### config.mk
export PLATFORM = sky130hd
export DESIGN_NAME = rf_read_uart_tx_flat
export DESIGN_NICKNAME = d
export VERILOG_FILES = /design/src/rtl/rf_read_uart_tx_if.sv /design/src/rtl/rf_read_uart_tx.sv /design/src/flat_wrapper.sv
export SDC_FILE = /design/constraint.sdc
export NUM_CORES = 1
export LEC_CHECK = 0
export CAP_MARGIN = 20
export CORE_ASPECT_RATIO = 0.75
export CORE_UTILIZATION = 53
export DETAILED_ROUTE_END_ITERATION = 16
export MAX_ROUTING_LAYER = met4
export PLACE_DENSITY = 0.73
export SLEW_MARGIN = 5
export SYNTH_ARGS = -nofsm -noshare
export SYNTH_HDL_FRONTEND = slang
export SYNTH_SLANG_ARGS = --single-unit
### constraint.sdc
create_clock -name clk -period 2.3 [get_ports clk]
set_clock_uncertainty 0.2 [all_clocks]
set_input_delay 0.69 -clock clk [delete_from_list [all_inputs] [get_ports clk]]
set_output_delay 0.69 -clock clk [all_outputs]
set_load 0.01 [all_outputs]
### src/rtl/rf_read_uart_tx_if.sv
// Request/serial bundle between the ALU read path and the RF UART transmitter.
// The master side raises read_data_en and presents data_i; the slave drives the line and status.
interface rf_read_uart_tx_if;
    logic       read_data_en;
    logic [7:0] data_i;
    logic       tx_o;
    logic       busy_o;
    logic       tx_done_o;
    logic       overrun_o;

    modport master (
        output read_data_en,
        output data_i,
        input  tx_o,
        input  busy_o,
        input  tx_done_o,
        input  overrun_o
    );

    modport slave (
        input  read_data_en,
        input  data_i,
        output tx_o,
        output busy_o,
        output tx_done_o,
        output overrun_o
    );
endinterface

### src/rtl/rf_read_uart_tx.sv
// RF read-port UART transmitter: one 8N1 frame per rising edge of read_data_en,
// with a one-byte holding buffer so back-to-back requests go out without a gap.
module rf_read_uart_tx #(
    parameter int CLKS_PER_BIT = 868
) (
    input logic              clk,
    input logic              rst,
    rf_read_uart_tx_if.slave bus
);
    localparam int CNT_W = (CLKS_PER_BIT > 1) ? $clog2(CLKS_PER_BIT) : 1;
    localparam logic [CNT_W-1:0] BAUD_LAST     = CNT_W'(CLKS_PER_BIT - 1);
    localparam logic [CNT_W-1:0] BAUD_PRE_LAST = CNT_W'(CLKS_PER_BIT - 2);
    localparam logic [CNT_W-1:0] BAUD_ONE      = CNT_W'(1);

    typedef enum logic [1:0] {IDLE, START, DATA, STOP} state_t;

    state_t           state;
    logic [CNT_W-1:0] baud_cnt;
    logic [2:0]       bit_idx;
    logic [7:0]       shift_reg;
    logic [7:0]       pending_data;
    logic             pending_valid;
    logic             prev_en;
    logic             tx_q;
    logic             busy_q;
    logic             done_q;
    logic             overrun_q;

    logic request;
    logic bit_end;
    logic stop_end;

    assign request  = bus.read_data_en & ~prev_en;
    assign bit_end  = (baud_cnt == BAUD_LAST);
    assign stop_end = (state == STOP) && bit_end;

    assign bus.tx_o      = tx_q;
    assign bus.busy_o    = busy_q;
    assign bus.tx_done_o = done_q;
    assign bus.overrun_o = overrun_q;

    // prev_en resets high so an enable held through reset is not seen as a new request.
    always_ff @(posedge clk) begin
        if (rst) begin
            state         <= IDLE;
            baud_cnt      <= '0;
            bit_idx       <= '0;
            shift_reg     <= '0;
            pending_data  <= '0;
            pending_valid <= 1'b0;
            prev_en       <= 1'b1;
            tx_q          <= 1'b1;
            busy_q        <= 1'b0;
            done_q        <= 1'b0;
            overrun_q     <= 1'b0;
        end else begin
            prev_en <= bus.read_data_en;
            done_q  <= 1'b0;

            case (state)
                IDLE: begin
                    baud_cnt <= '0;
                    bit_idx  <= '0;
                    tx_q     <= 1'b1;
                    if (request) begin
                        state     <= START;
                        shift_reg <= bus.data_i;
                        tx_q      <= 1'b0;
                        busy_q    <= 1'b1;
                    end
                end

                START: begin
                    if (bit_end) begin
                        baud_cnt  <= '0;
                        bit_idx   <= '0;
                        state     <= DATA;
                        tx_q      <= shift_reg[0];
                        shift_reg <= {1'b0, shift_reg[7:1]};
                    end else begin
                        baud_cnt <= baud_cnt + BAUD_ONE;
                    end
                end

                DATA: begin
                    if (bit_end) begin
                        baud_cnt <= '0;
                        if (bit_idx == 3'd7) begin
                            state <= STOP;
                            tx_q  <= 1'b1;
                        end else begin
                            bit_idx   <= bit_idx + 3'd1;
                            tx_q      <= shift_reg[0];
                            shift_reg <= {1'b0, shift_reg[7:1]};
                        end
                    end else begin
                        baud_cnt <= baud_cnt + BAUD_ONE;
                    end
                end

                STOP: begin
                    // The done flop is set one cycle early so it lands on the last stop cycle.
                    if (baud_cnt == BAUD_PRE_LAST) begin
                        done_q <= 1'b1;
                    end
                    if (bit_end) begin
                        baud_cnt <= '0;
                        bit_idx  <= '0;
                        if (pending_valid) begin
                            state         <= START;
                            shift_reg     <= pending_data;
                            pending_valid <= 1'b0;
                            tx_q          <= 1'b0;
                        end else if (request) begin
                            state     <= START;
                            shift_reg <= bus.data_i;
                            tx_q      <= 1'b0;
                        end else begin
                            state  <= IDLE;
                            busy_q <= 1'b0;
                        end
                    end else begin
                        baud_cnt <= baud_cnt + BAUD_ONE;
                    end
                end

                default: begin
                    state <= IDLE;
                    tx_q  <= 1'b1;
                end
            endcase

            // A request at the end of STOP with an empty buffer is taken directly above.
            if (request && (state != IDLE)) begin
                if (pending_valid) begin
                    overrun_q <= 1'b1;
                end else if (!stop_end) begin
                    pending_data  <= bus.data_i;
                    pending_valid <= 1'b1;
                end
            end
        end
    end
endmodule

### src/flat_wrapper.sv
// flat-port wrapper written by rule: the top's interface ports become plain ports
module rf_read_uart_tx_flat 
#(
    parameter int CLKS_PER_BIT = 868
)
  (clk, rst, bus_read_data_en, bus_data_i, bus_tx_o, bus_busy_o, bus_tx_done_o, bus_overrun_o);
  rf_read_uart_tx_if bus_i ();
  input logic clk;
  input logic rst;
  input wire logic [$bits(bus_i.read_data_en)-1:0] bus_read_data_en;
  input wire logic [$bits(bus_i.data_i)-1:0] bus_data_i;
  output wire logic [$bits(bus_i.tx_o)-1:0] bus_tx_o;
  output wire logic [$bits(bus_i.busy_o)-1:0] bus_busy_o;
  output wire logic [$bits(bus_i.tx_done_o)-1:0] bus_tx_done_o;
  output wire logic [$bits(bus_i.overrun_o)-1:0] bus_overrun_o;
  assign bus_i.read_data_en = bus_read_data_en;
  assign bus_i.data_i = bus_data_i;
  assign bus_tx_o = bus_i.tx_o;
  assign bus_busy_o = bus_i.busy_o;
  assign bus_tx_done_o = bus_i.tx_done_o;
  assign bus_overrun_o = bus_i.overrun_o;
  rf_read_uart_tx #(.CLKS_PER_BIT(CLKS_PER_BIT)) u_core (.clk(clk), .rst(rst), .bus(bus_i));
endmodule
* Word level (Yosys, flattened, before mapping)
Cells that the tools add are included.
** Cells by class
- Add/sub/neg operators :: 2
- Eq/ne operators :: 16
- Multiplexer cells :: 40
- Bitwise gates (word level) :: 5
- Reduce and logical (&&, ||, !) cells :: 15
** Operator list (number)
- 8-bit 2-to-1 mux :: 6
- 8-bit case mux with 4 select lines :: 1
- 10-bit == test, second input constant :: 2
- 10-bit case mux with 2 select lines :: 1
- 1-bit 2-to-1 mux :: 18
- 2-bit 2-to-1 mux :: 6
- 2-bit by 1-bit != test with 1-bit output, second input constant :: 6
- 10-bit by 1-bit adder with 10-bit output, second input constant :: 1
- 10-bit 2-to-1 mux :: 1
- 5-bit AND reduction :: 2
- 3-bit 2-to-1 mux :: 3
- 3-bit case mux with 3 select lines :: 1
- 2-bit case mux with 4 select lines :: 1
- 4-bit AND reduction :: 2
- 2-bit != test, second input constant :: 3
- 3-bit AND reduction :: 2
- 2-bit == test, second input constant :: 2
- 1-bit NOT :: 4
- 1-bit case mux with 4 select lines :: 1
- 2-bit nonzero test :: 2
- 2-bit OR reduction :: 2
- 3-bit by 1-bit adder with 3-bit output, second input constant :: 1
- 3-bit == test, second input constant :: 1
- 3-bit by 1-bit != test with 1-bit output, second input constant :: 1
- other kinds (7) :: 8
** Word-level totals
- Register bits :: 37
- Bits of input ports :: 11
- Output and inout bits :: 4
- Word-level logic and storage cells :: 89

* Depth between registers and ports, before layout
- Depth after elaboration :: 6
- Depth in mapped cells :: 7
- Depth with buffers taken out :: 6

* Least setup slack after synthesis
OpenSTA, ideal clock, no wires.
- Kind :: reg-to-reg
- From :: register u_core.state[0]
- To :: register u_core.state[1]
- Data arrival time :: 1663 ps
- Required time :: 1965 ps
- Path slack :: 302 ps
- Cell stages (with the launch flop) :: 8
- Cell sequence :: dfxtp_1 inv_1 ha_1 or3_1 clkbuf_1 a221o_1 o21ai_0 a21oi_1
** On the way
- Longest elaborated chain between the ends :: 3
** Ends and longest elaborated chain
- start: declaration :: line rf_read_uart_tx.sv:17 : state_t state;
- start signal: assignment :: line rf_read_uart_tx.sv:45 : state <= IDLE;
- start signal: assignment :: line rf_read_uart_tx.sv:66 : state <= START;
- start signal: assignment :: line rf_read_uart_tx.sv:77 : state <= DATA;
- 2-bit == test (tied with other cells) :: line rf_read_uart_tx.sv:60 : case (state)
- 2-bit by 1-bit != test with 1-bit output (no source line)
- 5-bit AND reduction (no source line)
Parallel ways exist; a longest one is shown, timed or not.
A chain may end at the register's enable or synchronous reset.

* Final worst setup path
- From :: register u_core.baud_cnt[2]
- To :: register u_core.busy_q (netlist: u_core.bus.busy_o)
** On the way
- Longest elaborated chain between the ends :: 3
** Ends and longest elaborated chain
- start: declaration :: line rf_read_uart_tx.sv:18 : logic [CNT_W-1:0] baud_cnt;
- start signal: assignment :: line rf_read_uart_tx.sv:81 : baud_cnt <= baud_cnt + BAUD_ONE;
- start signal: assignment :: line rf_read_uart_tx.sv:97 : baud_cnt <= baud_cnt + BAUD_ONE;
- start signal: assignment :: line rf_read_uart_tx.sv:123 : baud_cnt <= baud_cnt + BAUD_ONE;
- 10-bit == test :: line rf_read_uart_tx.sv:34 : assign bit_end = (baud_cnt == BAUD_LAST);
- 2-bit by 1-bit != test with 1-bit output (no source line)
- 5-bit AND reduction (no source line)
- end signal: assignment :: line rf_read_uart_tx.sv:53 : busy_q <= 1'b0;
- end signal: assignment :: line rf_read_uart_tx.sv:69 : busy_q <= 1'b1;
- end signal: assignment :: line rf_read_uart_tx.sv:120 : busy_q <= 1'b0;
- end: declaration :: line rf_read_uart_tx.sv:25 : logic busy_q;
No other way between the ends.

==> flow_summary.yaml <==
run_status:
  status: "finished, final reports clean"
timing:
  hold_viol_final: 0
  fin_crit_ps: 2070
  worst_slew_pin_slew_ps: 390
  worst_slack_ps: 227
  slew-limit-headroom: 0.740
  rsz0062_at_grt: "no"
  setup_viol: 0
  holdWs_ps: 270
  setup_tns_ps: 0
  drv_slew: 0
  min_period_over_period: 0.901
  fmax_ghz: 0.482
clocking:
  ctsHtreeMaxLevel: 2
  root_buffer: "clkbuf_8"
  clock_latency_ps: 290
  cts.sinks: 37
  hold_buffers: 0
  cts_buffers: 5
  cts_tree: "yes"
  clkSlewWorstSetupHoldPaths_ps: 70
  cts_resized: 0
  cts_setup_buffers: 0
  clock_path_buffers: 2
floorplan:
  core_area_mm2: 0.00368
  die_h_um: 56.0
  rows: 19
  io_pins: 15
  dieWidth_um: 74.0
  die_area_mm2: 0.00415
  initial_utilization: 0.560
worst_setup_path:
  cp-end-kind: "register"
  reg2regPathDepth: 5
  critPathLaunch: "u_core.baud_cnt[2]$_SDFF_PP0_"
  cp_max_fo: 9
  path_class: "reg2reg"
  crit_required_ps: 2270
  r2r_end: "u_core.bus.busy_o$_SDFFE_PP0P_"
  critPathBufInv: 1
  crit_chain: "nor4b_4 -> and3_1 -> buf_4 -> nor4b_1 -> nor3_1"
  critical_path.top_delay_family: "simple AND/OR/NAND/NOR gates"
  crit_cells: 5
  crit_path_end: "u_core.bus.busy_o$_SDFFE_PP0P_"
  critPathLaunchType: "register"
  r2r_setup_slack_ps: 230
  cpPeakStageDelay_ps: 430
  worst_ep_arrival_time_ps: 2040
  reg2reg_from: "u_core.baud_cnt[2]$_SDFF_PP0_"
  cpMaxStageDelayCell: "and3_1"
placement:
  place_ws_ps: -20.0
  portBuffers: 14
  place_congestion: 0.836
  hpwl_um: 3140
pwr:
  power_leakage_nw: 0.813
  ir_worst_vdd_mv: 0.540
  power.density_mw_per_mm2: 843
grt:
  grt_max_degree: 24
  overflow: 0
  antenna_found_initial: 0
  global_route.usage.total: 0.243
  grt_pass1_vias: 1564
  grt_pass1_wl_um: 7420
synthesis:
  synth_xor_area_frac: 0.0340
  synth_seq_cells: 37
  synth_cells: 234
  synth-compound-area-share: 0.187
  synth_seq_area_share: 0.359
  synth_edf_count: 0
  yosysWarningCount: 0
  synth.cell_area_mm2: 0.00206
  synth_fp_nets: 254
  ys_types: 45
  syn_area_per_cell_um2: 8.81
  synth-simple-area-share: 0.248
  synth_top_family_by_area: "simple AND/OR/NAND/NOR gates"
  async_reset_ff_frac: 0
  post_synth_fa_ha_maj_area_fraction: 0.0546
  synth_ff_type: "dfxtp_1"
  synthMuxAreaShare: 0.0492
finish:
  diodes: 0
  nNetsFinal: 275
  largest_register_ff_count: 10
  areaGrowthSynthToFinish_pct: 16.4
  drive_gt1_frac: 0.129
flow_run:
  maxCapViolations: 0
routing:
  routed_wl_um: 4460
  postRouteAntennaNets: 0
  drc: 0
  vias: 1736
  drtIter0Drc: 100
  routed_via_density: 5.65
  first_pass_iters: 4
  post_drt_wl_per_cell_um: 14.5
hold_path:
  hold_class: "reg2reg"
metal layers:
metal | global-route usage | share of wire
met5 | - | 0
met3 | 0.0598 | 0.061
met4 | 0.0797 | 0.013
met1 | 0.360 | 0.51
met2 | 0.316 | 0.42
cells in the mapped netlist, types with 2 or more instances:
cell       n  area (µm²)
dfxtp_1   37         741
nand2b_1  25         156
nor2_1    25        93.8
a21oi_1   16        80.1
inv_1     12        45.0
clkbuf_1  11        41.3
ha_1       9         113
mux2i_1    9        90.1
nand2_1    8        30.0
nand3_1    8        40.0
a32oi_1    7        61.3
xnor2_1    6        52.6
a221oi_1   5        43.8
nor3_1     5        25.0
o221ai_1   5        43.8
a211oi_1   4        30.0
buf_2      3        15.0
a221oi_2   2        30.0
a31oi_1    2        12.5
and3_1     2        12.5
buf_6      2        22.5
nand4_1    2        12.5
nor2b_1    2        12.5
nor4b_1    2        17.5
o21ai_0    2        10.0
o221ai_2   2        30.0
or3_1      2        12.5
xor2_1     2        17.5
final cells by class:
type,instances,area [µm²]
multi-input cells,168,1180
fillers,294,1280
inverters,12,45.0
clock buffers,7,86.3
flip-flops and latches,37,741
well taps,52,65.1
repair buffers,31,280
through the flow:
stage	std cells	util	instance area, µm²	power, mW
final	307	0.651	2400	2.02
after global routing	307	0.651	2400	2.15
after CTS	307	0.651	2400	2.02
after detailed placement	300	0.628	2310	1.56
after global placement	300	0.628	2310	1.56
after floorplan	234	-	2060	1.33
how the worst min path moves through the flow:
stage | from | endpoint | depth (start not counted)
floorplan | u_core.baud_cnt[0]$_SDFF_PP0_ | u_core.baud_cnt[0]$_SDFF_PP0_ | 1
global placement | u_core.bit_idx[1]$_SDFFE_PP0P_ | u_core.bit_idx[1]$_SDFFE_PP0P_ | 2
detailed placement | u_core.shift_reg[3]$_SDFFE_PP0P_ | u_core.shift_reg[3]$_SDFFE_PP0P_ | 2
CTS | u_core.shift_reg[3]$_SDFFE_PP0P_ | u_core.shift_reg[3]$_SDFFE_PP0P_ | 2
global route | u_core.bit_idx[2]$_SDFFE_PP0P_ | u_core.bit_idx[2]$_SDFFE_PP0P_ | 2
finish | u_core.bit_idx[2]$_SDFFE_PP0P_ | u_core.bit_idx[2]$_SDFFE_PP0P_ | 2
kinds of logic (layout without fill, tap and decap cells):
group / count (synthesis) / after routing
adder cells (fa/ha/maj): 9 / 9
buffers and inverters: 29 / 50
multiplexers: 10 / 10
AO/OA/AOI/OAI: 50 / 50
flip-flops: 37 / 37
AND/OR/NAND/NOR: 91 / 91
XOR/XNOR: 8 / 8
power by group:
part / total (mW) / internal, mW / switching [mW]
clock network: 0.456 / 0.238 / 0.218
registers: 0.763 / 0.709 / 0.0532
logic: 0.805 / 0.322 / 0.483
tightest hold or removal path, cell delays in order, from the launching register on:
cell	delay, ps
dfxtp_1	310
nand3_1	60
a21oi_1	50
cells in the final DEF, fill, tap and decap left out, types with 7 or more instances in the layout:
| cell type | count |
|---|---|
| nand2b_1 | 25 |
| dfxtp_1 | 37 |
| nand2_1 | 8 |
| clkdlybuf4s50_1 | 14 |
| nor2_1 | 25 |
| mux2i_1 | 9 |
| buf_4 | 16 |
| a32oi_1 | 7 |
| a21oi_1 | 16 |
| inv_1 | 12 |
| nand3_1 | 8 |
| ha_1 | 9 |
No activity file was read; power rests on OpenSTA's default activity.
